File: src/rtl/seg_scan_if.sv
// rtl/seg_scan_if.sv - display-data and pin bundle between score logic and the scan driver
interface seg_scan_if #(
    parameter int NUM_DIGITS = 4
);
    logic                      enable;
    logic [4*NUM_DIGITS-1:0]   digits;
    logic [NUM_DIGITS-1:0]     dp;
    logic                      lz_blank;
    logic [NUM_DIGITS-1:0]     blink_en;
    logic                      msg_en;
    logic [8*NUM_DIGITS-1:0]   msg_seg;
    logic [NUM_DIGITS-1:0]     AN;
    logic [7:0]                seg;
    logic                      frame_done;

    modport master (
        output enable, digits, dp, lz_blank, blink_en, msg_en, msg_seg,
        input  AN, seg, frame_done
    );

    modport slave (
        input  enable, digits, dp, lz_blank, blink_en, msg_en, msg_seg,
        output AN, seg, frame_done
    );
endinterface

File: src/rtl/seg_scan_display.sv
// rtl/seg_scan_display.sv - time-multiplexed seven-segment scan driver with blink, dp and zero blanking
module seg_scan_display #(
    parameter int NUM_DIGITS   = 4,
    parameter int REFRESH_DIV  = 100000,
    parameter int BLINK_FRAMES = 50,
    parameter bit HEX_EN       = 1'b1
) (
    input  logic      clk,
    input  logic      rst_n,
    seg_scan_if.slave bus
);
    localparam int PW = (REFRESH_DIV > 1) ? $clog2(REFRESH_DIV) : 1;
    localparam int IW = (NUM_DIGITS > 1) ? $clog2(NUM_DIGITS) : 1;
    localparam int BW = (BLINK_FRAMES > 1) ? $clog2(BLINK_FRAMES) : 1;
    localparam logic [PW-1:0] PRESC_MAX = PW'(REFRESH_DIV - 1);
    localparam logic [IW-1:0] IDX_MAX   = IW'(NUM_DIGITS - 1);
    localparam logic [BW-1:0] BLINK_MAX = BW'(BLINK_FRAMES - 1);

    logic [PW-1:0]         presc;
    logic [IW-1:0]         idx;
    logic [BW-1:0]         blink_cnt;
    logic                  blink_phase;
    logic                  frame_phase;
    logic [NUM_DIGITS-1:0] an_q;
    logic [7:0]            seg_q;
    logic                  frame_done_q;

    logic                  tick;
    logic [IW-1:0]         slot;
    logic [3:0]            slot_value;
    logic                  lead_zero;
    logic                  lz_hit;
    logic                  phase_now;
    logic [NUM_DIGITS-1:0] an_on;
    logic [NUM_DIGITS-1:0] an_nxt;
    logic [7:0]            seg_nxt;

    function automatic logic [6:0] decode(input logic [3:0] v);
        logic [6:0] s;
        case (v)
            4'h0: s = 7'h40;
            4'h1: s = 7'h79;
            4'h2: s = 7'h24;
            4'h3: s = 7'h30;
            4'h4: s = 7'h19;
            4'h5: s = 7'h12;
            4'h6: s = 7'h02;
            4'h7: s = 7'h78;
            4'h8: s = 7'h00;
            4'h9: s = 7'h10;
            4'hA: s = 7'h08;
            4'hB: s = 7'h03;
            4'hC: s = 7'h46;
            4'hD: s = 7'h21;
            4'hE: s = 7'h06;
            default: s = 7'h0E;
        endcase
        if (!HEX_EN && v > 4'd9)
            s = 7'h7F;
        return s;
    endfunction

    always_comb begin
        tick       = (presc == PRESC_MAX);
        slot       = (idx == IDX_MAX) ? '0 : idx + 1'b1;
        slot_value = bus.digits[4*slot +: 4];

        lead_zero = 1'b1;
        for (int k = 0; k < NUM_DIGITS; k++) begin
            if (k <= int'(slot) && bus.digits[4*k +: 4] != 4'd0)
                lead_zero = 1'b0;
        end
        lz_hit = bus.lz_blank && (slot != IDX_MAX) && lead_zero;

        // Slot 0 opens a frame with the live phase; the rest of the frame keeps the phase latched there.
        phase_now = (slot == '0) ? blink_phase : frame_phase;

        an_on = '1;
        an_on[NUM_DIGITS-1-int'(slot)] = 1'b0;

        an_nxt  = '1;
        seg_nxt = 8'hFF;
        if (!bus.enable) begin
            an_nxt  = '1;
            seg_nxt = 8'hFF;
        end else if (bus.msg_en) begin
            an_nxt  = an_on;
            seg_nxt = bus.msg_seg[8*slot +: 8];
        end else if (phase_now && bus.blink_en[slot]) begin
            an_nxt  = '1;
            seg_nxt = 8'hFF;
        end else if (lz_hit) begin
            an_nxt  = an_on;
            seg_nxt = {~bus.dp[slot], 7'h7F};
        end else begin
            an_nxt  = an_on;
            seg_nxt = {~bus.dp[slot], decode(slot_value)};
        end
    end

    always_ff @(posedge clk or negedge rst_n) begin
        if (!rst_n) begin
            presc        <= '0;
            idx          <= IDX_MAX;
            blink_cnt    <= '0;
            blink_phase  <= 1'b0;
            frame_phase  <= 1'b0;
            an_q         <= '1;
            seg_q        <= 8'hFF;
            frame_done_q <= 1'b0;
        end else begin
            frame_done_q <= 1'b0;
            presc        <= tick ? '0 : presc + 1'b1;
            if (tick) begin
                idx   <= slot;
                an_q  <= an_nxt;
                seg_q <= seg_nxt;
                if (slot == '0) begin
                    frame_done_q <= 1'b1;
                    frame_phase  <= blink_phase;
                    if (blink_cnt == BLINK_MAX) begin
                        blink_cnt   <= '0;
                        blink_phase <= ~blink_phase;
                    end else begin
                        blink_cnt <= blink_cnt + 1'b1;
                    end
                end
            end
        end
    end

    assign bus.AN         = an_q;
    assign bus.seg        = seg_q;
    assign bus.frame_done = frame_done_q;
endmodule
File: src/flat_wrapper.sv
// flat-port wrapper written by rule: the top's interface ports become plain ports
module seg_scan_display_flat 
#(
    parameter int NUM_DIGITS   = 4,
    parameter int REFRESH_DIV  = 100000,
    parameter int BLINK_FRAMES = 50,
    parameter bit HEX_EN       = 1'b1
)
  (clk, rst_n, bus_enable, bus_digits, bus_dp, bus_lz_blank, bus_blink_en, bus_msg_en, bus_msg_seg, bus_AN, bus_seg, bus_frame_done);
  seg_scan_if #(.NUM_DIGITS(NUM_DIGITS)) bus_i ();
  input  logic clk;
  input  logic rst_n;
  input wire logic [$bits(bus_i.enable)-1:0] bus_enable;
  input wire logic [$bits(bus_i.digits)-1:0] bus_digits;
  input wire logic [$bits(bus_i.dp)-1:0] bus_dp;
  input wire logic [$bits(bus_i.lz_blank)-1:0] bus_lz_blank;
  input wire logic [$bits(bus_i.blink_en)-1:0] bus_blink_en;
  input wire logic [$bits(bus_i.msg_en)-1:0] bus_msg_en;
  input wire logic [$bits(bus_i.msg_seg)-1:0] bus_msg_seg;
  output wire logic [$bits(bus_i.AN)-1:0] bus_AN;
  output wire logic [$bits(bus_i.seg)-1:0] bus_seg;
  output wire logic [$bits(bus_i.frame_done)-1:0] bus_frame_done;
  assign bus_i.enable = bus_enable;
  assign bus_i.digits = bus_digits;
  assign bus_i.dp = bus_dp;
  assign bus_i.lz_blank = bus_lz_blank;
  assign bus_i.blink_en = bus_blink_en;
  assign bus_i.msg_en = bus_msg_en;
  assign bus_i.msg_seg = bus_msg_seg;
  assign bus_AN = bus_i.AN;
  assign bus_seg = bus_i.seg;
  assign bus_frame_done = bus_i.frame_done;
  seg_scan_display #(.NUM_DIGITS(NUM_DIGITS), .REFRESH_DIV(REFRESH_DIV), .BLINK_FRAMES(BLINK_FRAMES), .HEX_EN(HEX_EN)) u_core (.clk(clk), .rst_n(rst_n), .bus(bus_i));
endmodule
File: config.mk
export PLATFORM = sky130hd
export DESIGN_NAME = seg_scan_display_flat
export DESIGN_NICKNAME = d
export VERILOG_FILES = /design/src/rtl/seg_scan_if.sv /design/src/rtl/seg_scan_display.sv /design/src/flat_wrapper.sv
export SDC_FILE = /design/constraint.sdc
export NUM_CORES = 1
export LEC_CHECK = 0
export BUFFER_PORTS_ARGS = -buffer_cell sky130_fd_sc_hd__buf_2
export CAP_MARGIN = 25
export CORE_ASPECT_RATIO = 0.8
export CORE_MARGIN = 4
export CORE_UTILIZATION = 52
export CTS_BUF_LIST = sky130_fd_sc_hd__clkbuf_8 sky130_fd_sc_hd__clkbuf_16
export CTS_CLUSTER_DIAMETER = 200
export DETAILED_ROUTE_END_ITERATION = 10
export PLACE_DENSITY = 0.9
export SLEW_MARGIN = 0
export SYNTH_ARGS = -nofsm -noshare
export SYNTH_HDL_FRONTEND = slang
export SYNTH_SLANG_ARGS = --single-unit
File: constraint.sdc
create_clock -name clk -period 3.5 [get_ports clk]
set_input_delay 0 -clock clk [delete_from_list [all_inputs] [get_ports clk]]
set_output_delay 0 -clock clk [all_outputs]
set_load 0.01 [all_outputs]
---- Yosys cells after proc, flatten, opt, wreduce, memory -nomap -nowiden ----
Memories as Yosys holds them, arrays and structs flattened.
Index checks and enable logic that the tools add are counted.
W data, S select, Z words.
storage, ports and cells
  register bits ........................... 40
  bits in latches ......................... 0
  memory bits (writable) .................. 0
  memory bits (read-only) ................. 112
  output and inout port bits .............. 13
  logic and storage cells ................. 65
  memories ................................ 1
memory list
  name              depth  bits a word  read ports  clocked after Yosys merged registers in  wr ports  line                    RTL
  (name not given)  16     7            1           0                                        0         seg_scan_display.sv:40  case (v)
cells by class
  $add $sub $neg .......................... 4
  multiply operators ...................... 0
  div/mod/pow operators ................... 0
  $lt $le $gt $ge ......................... 6
  eq/ne operators ......................... 4
  shifts and indexed selects .............. 2
  multiplexer cells ....................... 23
  bitwise gates (word level) .............. 3
  reductions and logical operators ........ 14
operators by type and width
  cell                     count
  $ge A32 B1 Y1 const B    1
  $lt A32 B4 Y1 const B    1
  $shiftx A32 B6 Y8        1
  $mux W8                  3
  $add A17 B1 Y17 const B  1
  $eq A17 B17 Y1 const B   1
  $mux W17                 1
  $reduce_bool A4 Y1       4
  $shiftx A16 B5 Y4        1
  $mux W4                  3
  $mux W1                  10
  $logic_and A1 B1 Y1      7
  $mux W7                  1
  $add A6 B1 Y6 const B    1
  $eq A6 B6 Y1 const B     1
  $mux W6                  1
  $bmux W1 S2              2
  $le A2 B2 Y1 const A     2
  $not A4 Y4               1
  $lt A2 B3 Y1 const B     1
  $reduce_and A3 Y1        1
  $sub A2 B2 Y3 const A    1
  $add A2 B1 Y2 const B    1
  $demux W1 S2             1
  other kinds (7)          8

---- Longest topological paths before layout ----
Gate-level depths: netlist of run 1.
  depth in word-level cells ............... 12
  gate-level depth with buffers ........... 11
  depth with buffers taken out ............ 9

---- Least setup slack after synthesis of run 1 ----
No wires, ideal clock.
  path kind ............................... register to register
  from .................................... reg u_core.idx[0]
  to ...................................... reg u_core.seg_q[3], in the netlist u_core.bus.seg[3]
  arrival ................................. 2492 ps
  slack ................................... 935 ps
  cell stages (with the launch flop) ...... 11
  cell sequence ........................... dfstp_2 > inv_1 > ha_1 > buf_2 > buf_2 > mux4_1 > inv_1 > ha_1 > mux2i_1 > mux2i_1 > a21oi_1
on the way
  cells in the longest elaborated chain, start to end .. 12
RTL lines
  item                                                    line                     RTL
  from (decl)                                             seg_scan_display.sv:20   logic [IW-1:0] idx;
  from (signal assigned)                                  seg_scan_display.sv:115  idx <= slot;
  $add A2 B1 Y2 / $eq A2 B2 Y1 (equally long branches)    seg_scan_display.sv:65   slot = (idx == IDX_MAX) ? '0 : idx + 1'b1;
  $mux W2 *                                               seg_scan_display.sv:65
  named net u_core.slot[1]                                seg_scan_display.sv:29   logic [IW-1:0] slot;
  branches (longest 8 deep; another with $mem_v2 Z16 W7)  -
  $mux W8 *                                               seg_scan_display.sv:86   end else if (bus.msg_en) begin
  $mux W8 *                                               seg_scan_display.sv:83   if (!bus.enable) begin
  to (signal assigned)                                    seg_scan_display.sv:117  seg_q <= seg_nxt;
  to (decl)                                               seg_scan_display.sv:25   logic [7:0] seg_q;
Mark *: on every way through the listed nets, which the timed path passes. The select of a mux whose other input is x is not followed.
A chain may end at the register's enable or synchronous reset.

---- Worst setup path after layout of run 1 ----
  from .................................... reg u_core.idx[0]
  to ...................................... reg u_core.seg_q[3], in the netlist u_core.bus.seg[3]
on the way
  cells in the longest elaborated chain, start to end .. 12
RTL lines
  item                                                    line
  $add A2 B1 Y2 / $eq A2 B2 Y1 (equally long branches)    seg_scan_display.sv:65
  $mux W2 *                                               seg_scan_display.sv:65
  branches (longest 8 deep; another with $mem_v2 Z16 W7)  -
  $mux W8 *                                               seg_scan_display.sv:86
  $mux W8 *                                               seg_scan_display.sv:83
Mark *: on every way between the ends. The select of a mux whose other input is x is not followed.

==> results.ini, run 1 <==
[floorplan]
dieArea_sq_um=6060
io_pins=74
coreArea_sq_um=4650
fp-row-count=22
die-width_microns=86.0
start_util=0.544
die_y_microns=70.4

[clock_tree]
cts_resized=0
cts_sinks=40
cts_buffer_depth=2
htree_levels=2
clkTransAtPathRegs_ns=0.08
cts_root_buf=clkbuf_8
clkLatencyLatePin_ns=0.29
cts_tree=built
numCtsBuffers=5

[timing]
finClkSkew_ns=0.00368
maxSlewHeadroom=0.424
fin_setup_tns_ns=0
post-route-period-util=0.801
worst_pin_slew_ns=0.864
rsz0062_at_grt=false
finalHoldViolCount=0
fmax_mhz=357
setup_viol=0
period_needed_ns=2.80
final_max_slew_viol_count=0

[drt]
antenna_left=0
drt_iter0_drc=111
wire_per_inst_microns=16.0
dr.pass1.iters=4
routed_wl_microns=5830
num_vias=2076
drc=0
via_per_inst=5.72

[synth]
syn_inst=226
syn_nets=302
yosys-top-cells-area=dfrtp_1 (26%), dfstp_2 (15%), mux4_2 (11%), ha_1 (7.4%), xor2_1 (3.8%)
synth_edf_count=0
yosysSeqAreaShare=0.402
yosys_most_used_dff=dfrtp_1
synth_warnings=0
synth_cell_types=53
netlist_area_sq_um=2530
synth_most_common_cell=dfrtp_1
synth_common_cells=dfrtp_1 (26), nor2_1 (20), ha_1 (15)
ys_seq_elements=40
yosys.area.top_type=dfrtp_1
avgSynthCellArea_sq_um=11.2
async_flop_share=1.00
synth_top_area_frac=0.257

[critical_path]
critPathKind=flip-flop to flip-flop
crit_required_ns=3.72
max_stage_delay_ns=0.76
cpLargestDelayFamily=multiplexers
worst-path-max-fanout=15
crit_buf_inv=1
start_kind=flip-flop
cp_cell_sequence=ha_1 > nor2_4 > mux4_1 > inv_1 > ha_1 > mux2i_1 > mux2i_1 > a21oi_1
cp-end-kind=flip-flop
critical_path_arrival_ns=3.03
crit_slowest_cell=mux4_1

[grt]
grt_pass1_vias=2070
track_usage=0.202
grt_first_pass_wirelength_microns=9810
grt_antenna_before_repair=0
grt_max_degree=41
grt-ovfl-total=0

[finish]
utilization=0.653
diodes=0
final_nets=378
design_area_sq_um=3040
instances_no_fill=363
area_growth_pct=19.9
drive_gt1_frac=0.399

[hold_path]
worstHoldPathType=input pin to flip-flop

[power_and_ir_drop]
leakagePower_nw=1.44
power.total_mw=0.855
powerDensity_nw_per_um2=281
peakVddDrop_mv=0.198

[placement]
dp_cells=354
io_buffer_count=73
dpl.hpwl_microns=4580
place_congestion=0.918
dpl_cell_area_sq_um=2940

[outcome]
status=finished clean

[flow_run]
cap_violations=0

path summary, 6_finish.rpt:
| check | startpoint | endpoint | slack, ns | cells past startpoint |
|---|---|---|---|---|
| setup / recovery | u_core.idx[0] | u_core.bus.seg[3] | 0.70 | 8 |
| hold / removal | bus_msg_en | u_core.bus.seg[7] | 0.11 | 5 |
| setup reg to reg | u_core.idx[0] | u_core.bus.seg[3] | 0.70 | 8 |
| hold reg to reg | u_core.presc[8] | u_core.presc[8] | 0.50 | 1 |
| max in group asynchronous | rst_n | u_core.presc[8] | 2.60 | 2 |
| min in group asynchronous | rst_n | u_core.presc[7] | 0.36 | 2 |
where the power goes:
| group | switching [mW] | internal [mW] | leakage [nW] | total (mW) |
|---|---|---|---|---|
| clock network | 0.163 | 0.139 | 0.0479 | 0.301 |
| registers | 0 | 0.463 | 0.494 | 0.463 |
| logic | 0.0419 | 0.0486 | 0.895 | 0.0906 |
| total | 0.204 | 0.650 | 1.44 | 0.855 |
layer usage:
metal / vias to the layer above / track usage / routed length, microns
met4: 0 / 0.0562 / 87
met5: - / 0 / 0
met2: 71 / 0.321 / 2830
met3: 11 / 0.0413 / 344
li1: 988 / - / -
met1: 1006 / 0.279 / 2560
sequential cells by signal (all words and copies together) (netlist names):
register / count
u_core.bus.AN: 4
u_core.bus.frame_done: 1
u_core.bus.seg: 8
u_core.presc: 17
u_core.frame_phase: 1
u_core.idx: 2
u_core.blink_phase: 1
u_core.blink_cnt: 6
what timing repair did:
item | CTS | global route
hold endpoints to repair | 26 | 0
buffers inserted | 0 | 0
hold buffers | 1 | 0
cells by family (layout without fill, tap and decap cells):
| family | count (synthesis) | after routing | synth area share |
|---|---|---|---|
| and+or+nand+nor | 77 | 77 | 0.175 |
| DFF | 40 | 40 | 0.402 |
| AOI/OAI and AO/OA | 37 | 37 | 0.0914 |
| muxes | 22 | 22 | 0.161 |
| xor gates and xnor gates | 18 | 18 | 0.0623 |
| buffers and inverters | 17 | 94 | 0.0341 |
| adders and majority gates | 15 | 15 | 0.0741 |
cells in the final DEF, fill, tap and decap left out, types with 2 or more instances in the layout:
| cell | n |
|---|---|
| nor2_1 | 20 |
| nand4_1 | 4 |
| dfrtp_1 | 26 |
| nand2_1 | 13 |
| nand4bb_1 | 2 |
| nor2b_1 | 2 |
| buf_2 | 73 |
| a31oi_1 | 5 |
| a21oi_1 | 9 |
| clkbuf_8 | 5 |
| mux4_1 | 2 |
| xor2_1 | 11 |
| buf_4 | 2 |
| o21ai_0 | 7 |
| clkinv_2 | 2 |
| mux4_2 | 12 |
| dfstp_2 | 14 |
| nor3_1 | 2 |
| and3_1 | 3 |
| xnor2_1 | 7 |
| o22ai_1 | 7 |
| nand3_1 | 12 |
| mux2i_1 | 4 |
| nor4_1 | 3 |
| mux2_2 | 4 |
| ha_1 | 15 |
| inv_1 | 9 |
layout make-up:
| class | instances | area (sq um) |
|---|---|---|
| clock buffer | 5 | 68.8 |
| clock inverter | 3 | 18.8 |
| timing repair buffer | 76 | 390 |
| tap | 60 | 75.1 |
| inverter | 10 | 37.5 |
| sequential | 40 | 1020 |
| multi-input combinational | 169 | 1430 |
| fill | 337 | 1620 |
worst min-delay path, delay by kind of cell:
kind | cells | cell delay [ns]
buf+inv | 2 | 0.21
compound gates | 2 | 0.14
simple gates | 1 | 0.05
per-stage QoR:
step / hold slack, ns / setup slack, ns
floorplan: -0.296 / 0.935
global placement: 0.155 / 0.848
detailed placement: 0.164 / 0.716
CTS: 0.0962 / 0.707
global route: 0.128 / 0.519
finish: 0.109 / 0.696
No activity file was read; power rests on OpenSTA's default activity.
==> run 2: changes to the inputs <==
--- a/config.mk
+++ b/config.mk
@@ -5,15 +5,16 @@
 export SDC_FILE = /design/constraint.sdc
 export NUM_CORES = 1
 export LEC_CHECK = 0
+export ABC_AREA = 1
 export BUFFER_PORTS_ARGS = -buffer_cell sky130_fd_sc_hd__buf_2
 export CAP_MARGIN = 25
 export CORE_ASPECT_RATIO = 0.8
 export CORE_MARGIN = 4
-export CORE_UTILIZATION = 52
+export CORE_UTILIZATION = 54
 export CTS_BUF_LIST = sky130_fd_sc_hd__clkbuf_8 sky130_fd_sc_hd__clkbuf_16
 export CTS_CLUSTER_DIAMETER = 200
 export DETAILED_ROUTE_END_ITERATION = 10
-export PLACE_DENSITY = 0.9
+export PLACE_DENSITY = 0.91
 export SLEW_MARGIN = 0
 export SYNTH_ARGS = -nofsm -noshare
 export SYNTH_HDL_FRONTEND = slang
==> constraint.sdc (replaced) <==
create_clock -name clk -period 2.9 [get_ports clk]
set_input_delay 0 -clock clk [delete_from_list [all_inputs] [get_ports clk]]
set_output_delay 0 -clock clk [all_outputs]
set_load 0.01 [all_outputs]
==> run 2 against run 1 <==
  * Largest cell class unchanged
  * Largest power group unchanged
  * Clock power is 52% higher
  * Combinational power is 41% higher
  * Hold slack worse by 0.022 ns
  * Final area is 17% higher
==> results.ini, run 2 <==
[power_and_ir_drop]
powerDensity_nw_per_um2=323
power.internal_mw=0.868
swShare=0.242
leakagePower_nw=1.82
p_seq_frac=0.488
switchingPower_mw=0.277
peakVddDrop_mv=0.255
clkPwrFrac=0.401
power_frac_comb=0.112

[critical_path]
cp_cell_sequence=ha_1 > inv_2 > nand2_4 > nand2_1 > nand3_1 > nand2_1 > inv_1 > ha_1 > inv_1 > nand3_1 > nand3_1 > nand3_1 > nand2_1 > a21oi_1
max_stage_delay_ns=0.60
critical_path_depth=14
cpLargestDelayFamily=simple AND/OR/NAND/NOR gates
cp_common_cell=nand3_1
endpoint=u_core.bus.seg[0]
cp-end-kind=flip-flop
crit_path_start=u_core.idx[0]
crit_buf_inv=3
r2r_start=u_core.idx[0]
start_kind=flip-flop
worst-path-max-fanout=31
rr_endpoint=u_core.bus.seg[0]
crit_required_ns=3.12
rr_worst_depth=14
critPathKind=flip-flop to flip-flop
critical_path_arrival_ns=2.70
crit_slowest_cell=dfstp_2
ff2ff_setup_slack_ns=0.42

[grt]
grt_max_degree=41
track_usage=0.232
grt-ovfl-total=0
grt_first_pass_wirelength_microns=12900
grt_antenna_before_repair=0
grt_pass1_vias=2939

[floorplan]
start_util=0.557
die-width_microns=91.7
io_pins=74
fp-row-count=24
die_y_microns=75.0
dieArea_sq_um=6880
coreArea_sq_um=5440

[clock_tree]
cts_sinks=40
clkTransAtPathRegs_ns=0.08
cts_buffer_depth=2
numCtsBuffers=5
cts_resized=0
clkLatencyLatePin_ns=0.29
htree_levels=2
cts_root_buf=clkbuf_8
cts_tree=built

[synth]
yosys-top-cells-area=dfrtp_1 (21%), nand2_1 (15%), dfstp_2 (12%), nand3_1 (8.9%), ha_1 (6.2%)
netlist_area_sq_um=3030
async_flop_share=1.00
synth_top_area_frac=0.215
synth_cell_types=41
ys_seq_elements=40
yosysSeqAreaShare=0.336
yosys_most_used_dff=dfrtp_1
synth_most_common_cell=nand2_1
avgSynthCellArea_sq_um=7.03
synth_common_cells=nand2_1 (120), nand3_1 (54), inv_1 (49)
synth_warnings=0
yosys.area.top_type=dfrtp_1
syn_inst=431
syn_nets=507
synth_edf_count=0

[finish]
drive_gt1_frac=0.251
final_nets=580
design_area_sq_um=3540
utilization=0.652
final_cell_mix=nand2_1 (120), buf_2 (73), nand3_1 (54)
layout_commonest_cell=nand2_1
area_growth_pct=17.0
largest_reg_flops=17
diodes=0
top_register=u_core.presc

[timing]
fin_setup_tns_ns=0
worst_pin_slew_ns=0.892
holdWs_ns=0.0863
fmax_mhz=403
finClkSkew_ns=0.00776
finalHoldViolCount=0
final.setup.worst_slack_ns=0.419
period_needed_ns=2.48
maxSlewHeadroom=0.405
rsz0062_at_grt=false
post-route-period-util=0.855
final_max_slew_viol_count=0
setup_viol=0

[drt]
wire_per_inst_microns=13.3
drc=0
routed_wl_microns=7780
dr.pass1.iters=5
drt_iter0_drc=241
via_per_inst=5.33
antenna_left=0
num_vias=3105

[placement]
io_buffer_count=73
preCtsSetupSlack_ns=0.466
dpl.hpwl_microns=6000
place_congestion=1.04
dpl_cell_area_sq_um=3420

[flow_run]
cap_violations=0

[outcome]
status=finished clean

[hold_path]
worstHoldPathType=input pin to flip-flop

run 2: cell types whose count changed in the layout (fill, tap and decap cells not counted), sizes merged, moves of 5 or more:
cell,before,now
inv,10,54
nand3,13,58
xnor2,7,2
o21ai,7,20
nor2,21,51
nand2,14,126
mux4,14,0
run 2: what timing repair did:
item / 4_1_cts / 5_1_grt
buffers inserted: 0 / 0
hold endpoints to repair: 26 / 0
hold buffers: 1 / 0
run 2: cell families after synthesis:
logic type	count (synthesis)	synth area share
XOR/XNOR	9	0.0260
AO/OA/AOI/OAI	48	0.0905
buffers and inverters	67	0.101
AND/OR/NAND/NOR	252	0.385
adder cells (fa/ha/maj)	15	0.0620
flip-flops	40	0.336
run 2: metal layers:
metal | part of all wire | track usage | routed length, microns | up-vias
met4 | 0.015 | 0.0807 | 118 | 0
met1 | 0.44 | 0.303 | 3430 | 1412
met2 | 0.45 | 0.394 | 3540 | 150
met3 | 0.088 | 0.0450 | 688 | 17
met5 | 0 | 0 | 0 | -
li1 | - | - | - | 1526
run 2: worst min-delay path by stage:
stage	slack, ns	depth (start not counted)	end	from
6_report	0.09	4	u_core.bus.seg[7]	bus_dp[1]
5_1_grt	0.12	3	u_core.bus.seg[2]	bus_msg_en
4_1_cts	0.09	3	u_core.bus.seg[6]	bus_msg_en
3_5_place_dp	0.17	1	u_core.blink_cnt[5]	rst_n
3_3_place_gp	0.15	1	u_core.blink_cnt[5]	rst_n
2_1_floorplan	-0.30	0	u_core.blink_cnt[0]	rst_n
run 2: cell type report:
class,instances,area (sq um)
inverter,56,213
clock inverter,3,42.5
clock buffer,5,68.8
fill,458,1890
tap,78,97.6
sequential,40,1020
timing repair buffer,77,398
multi-input combinational,324,1710
run 2: worst register-to-register path, stage by stage, from the launching register on:
cell     delay (ns)
dfstp_2        0.60
ha_1           0.28
inv_2          0.12
nand2_4        0.25
nand2_1        0.10
nand3_1        0.08
nand2_1        0.16
inv_1          0.15
ha_1           0.18
inv_1          0.05
nand3_1        0.07
nand3_1        0.08
nand3_1        0.08
nand2_1        0.06
a21oi_1        0.15
run 2: through the flow:
step | cells | power, mW
global route | 583 | 1.19
finish | 583 | 1.14
CTS | 583 | 1.15
floorplan | 431 | 0.628
detailed placement | 574 | 0.693
global placement | 574 | 0.690
run 2: power by group through the flow:
stage / Clock [mW] / Sequential, mW / Combinational [mW]
after floorplan: 0 / 0.569 / 0.0593
after global placement: 0 / 0.569 / 0.122
after detailed placement: 0 / 0.569 / 0.124
after CTS: 0.464 / 0.558 / 0.127
after global routing: 0.487 / 0.558 / 0.144
final: 0.459 / 0.558 / 0.128
==> run 3: changes to the inputs <==
--- a/config.mk
+++ b/config.mk
@@ -8,13 +8,15 @@
 export ABC_AREA = 1
 export BUFFER_PORTS_ARGS = -buffer_cell sky130_fd_sc_hd__buf_2
 export CAP_MARGIN = 25
+export CELL_PAD_IN_SITES_DETAIL_PLACEMENT = 1
+export CELL_PAD_IN_SITES_GLOBAL_PLACEMENT = 1
 export CORE_ASPECT_RATIO = 0.8
 export CORE_MARGIN = 4
-export CORE_UTILIZATION = 54
+export CORE_UTILIZATION = 38
 export CTS_BUF_LIST = sky130_fd_sc_hd__clkbuf_8 sky130_fd_sc_hd__clkbuf_16
 export CTS_CLUSTER_DIAMETER = 200
 export DETAILED_ROUTE_END_ITERATION = 10
-export PLACE_DENSITY = 0.91
+export PLACE_DENSITY = 0.9
 export SLEW_MARGIN = 0
 export SYNTH_ARGS = -nofsm -noshare
 export SYNTH_HDL_FRONTEND = slang
==> run 3 against run 2 <==
  * Final area grew 0.78%
  * Hold slack lost 0.018 ns
  * Fmax shrank 2.0%
  * Combinational power is essentially flat
  * Wire length grew 21%
  * Utilization shrank 18 points
  * Count of clock-buffer cells in the layout grew 1
  * Sequential power is essentially flat
  * Setup slack lost 0.051 ns
  * Via count grew 1.4%
  * Largest power group unchanged
==> results.ini, run 3 (same netlist as run 2, synthesis figures left out) <==
[power_and_ir_drop]
leakagePower_nw=1.81
power.total_mw=1.10
powerDensity_nw_per_um2=309
peakVddDrop_mv=0.179

[grt]
grt_max_degree=41
grt_first_pass_wirelength_microns=15700
grt_antenna_before_repair=0
grt_pass1_vias=3270
track_usage=0.208
grt-ovfl-total=0

[floorplan]
dieArea_sq_um=9470
die_y_microns=87.9
io_pins=74
coreArea_sq_um=7570
die-width_microns=108
start_util=0.400
fp-row-count=28

[critical_path]
cp_common_cell=nand3_1
rr_worst_depth=13
worst-path-max-fanout=9
critical_path_arrival_ns=2.76
critPathKind=flip-flop to flip-flop
crit_slowest_cell=dfstp_2
critical_path_depth=13
start_kind=flip-flop
max_stage_delay_ns=0.61
crit_required_ns=3.13
cp_cell_sequence=inv_1 > ha_1 > inv_1 > buf_4 > nand3_1 > nand2_1 > ha_1 > inv_1 > nand3_1 > nand3_1 > nand3_1 > nand2_1 > a21oi_1
cp-end-kind=flip-flop
cpLargestDelayFamily=buffers and inverters
crit_buf_inv=4

[clock_tree]
cts_tree=built
htree_levels=2
cts_root_buf=clkbuf_8
cts_hold_buf=1
cts_buffer_depth=2
cts_resized=0
cts_setup_buffers=0
cts_sinks=40
clkTransAtPathRegs_ns=0.09
numCtsBuffers=5
clkLatencyLatePin_ns=0.31

[timing]
period_needed_ns=2.53
fmax_mhz=395
post-route-period-util=0.873
finalHoldViolCount=0
final_max_slew_viol_count=0
fin_setup_tns_ns=0
setup_viol=0
worst_pin_slew_ns=0.911
maxSlewHeadroom=0.393
finClkSkew_ns=0.0119
rsz0062_at_grt=false

[placement]
dpl.hpwl_microns=7550
place_congestion=0.886
io_buffer_count=73
dpl_cell_area_sq_um=3460

[drt]
wire_per_inst_microns=15.4
routed_wl_microns=9390
antenna_left=0
dr.pass1.iters=4
num_vias=3150
drt_iter0_drc=162
drc=0
via_per_inst=5.16

[outcome]
status=finished clean

[finish]
largest_reg_flops=17
area_growth_pct=17.9
multiInputGateArea_sq_um=1710
layout_commonest_cell=nand2_1
top_register=u_core.presc
design_area_sq_um=3570
drive_gt1_frac=0.253
final_cell_mix=nand2_1 (120), buf_2 (73), nand3_1 (54)
utilization=0.472
n_fill_cell=1033
register_area_sq_um=1020
final_nets=581
diodes=0

[flow_run]
cap_violations=0

[hold_path]
holdPathStages=4
worstHoldPathType=input pin to flip-flop

run 3: cell types whose count changed in the layout (fill, tap and decap cells not counted), sizes merged:
| cell | previous run | this run |
|---|---|---|
| clkbuf | 5 | 6 |
| bufinv | 1 | 0 |
| buf | 76 | 77 |
| clkinv | 3 | 2 |
| clkinvlp | 1 | 2 |
run 3: metrics by stage:
step | setup slack [ns] | instances | hold WS (ns)
finish | 0.368 | 611 | 0.0678
global route | 0.0491 | 611 | 0.0889
CTS | 0.365 | 611 | 0.0736
detailed placement | 0.386 | 602 | 0.184
global placement | 0.583 | 602 | 0.179
floorplan | 0.638 | 431 | -0.296
run 3: worst paths after layout:
kind	startpoint	end	slack, ns
setup / recovery	u_core.idx[0]	u_core.bus.seg[0]	0.37
hold / removal	bus_dp[1]	u_core.bus.seg[7]	0.07
setup reg to reg	u_core.idx[0]	u_core.bus.seg[0]	0.37
hold reg to reg	u_core.presc[0]	u_core.presc[0]	0.48
max in group asynchronous	rst_n	u_core.blink_cnt[4]	1.96
min in group asynchronous	rst_n	u_core.presc[12]	0.36
run 3: worst reg2reg max path: cells and delay by family, from the launching register on:
| kind | cells | cell delay (ns) |
|---|---|---|
| buffers and inverters | 4 | 0.63 |
| flip-flops | 1 | 0.61 |
| AND/OR/NAND/NOR | 6 | 0.56 |
| adder cells (fa/ha/maj) | 2 | 0.50 |
| AO/OA/AOI/OAI | 1 | 0.14 |
run 3: report_power, final:
group / switching, mW / leakage, nW / total (mW) / internal (mW)
Clock: 0.221 / 0.0434 / 0.414 / 0.193
Combinational: 0.0758 / 1.27 / 0.131 / 0.0550
Sequential: 0 / 0.495 / 0.558 / 0.558
run 3: area by class of cell:
type                    count  area share
flip-flops and latches     40       0.285
well taps                 105      0.0368
repair buffers             78       0.114
multi-input cells         324       0.478
clock inverters             2     0.00420
inverters                  56      0.0596
clock buffers               6      0.0231
run 3: per-layer routing:
metal  routed length, microns  track usage  vias up
li1                         -            -     1532
met1                     4500        0.289     1506
met2                     4240        0.335       99
met3                      520       0.0391       13
met4                      123       0.0539        0
met5                        0            0        -
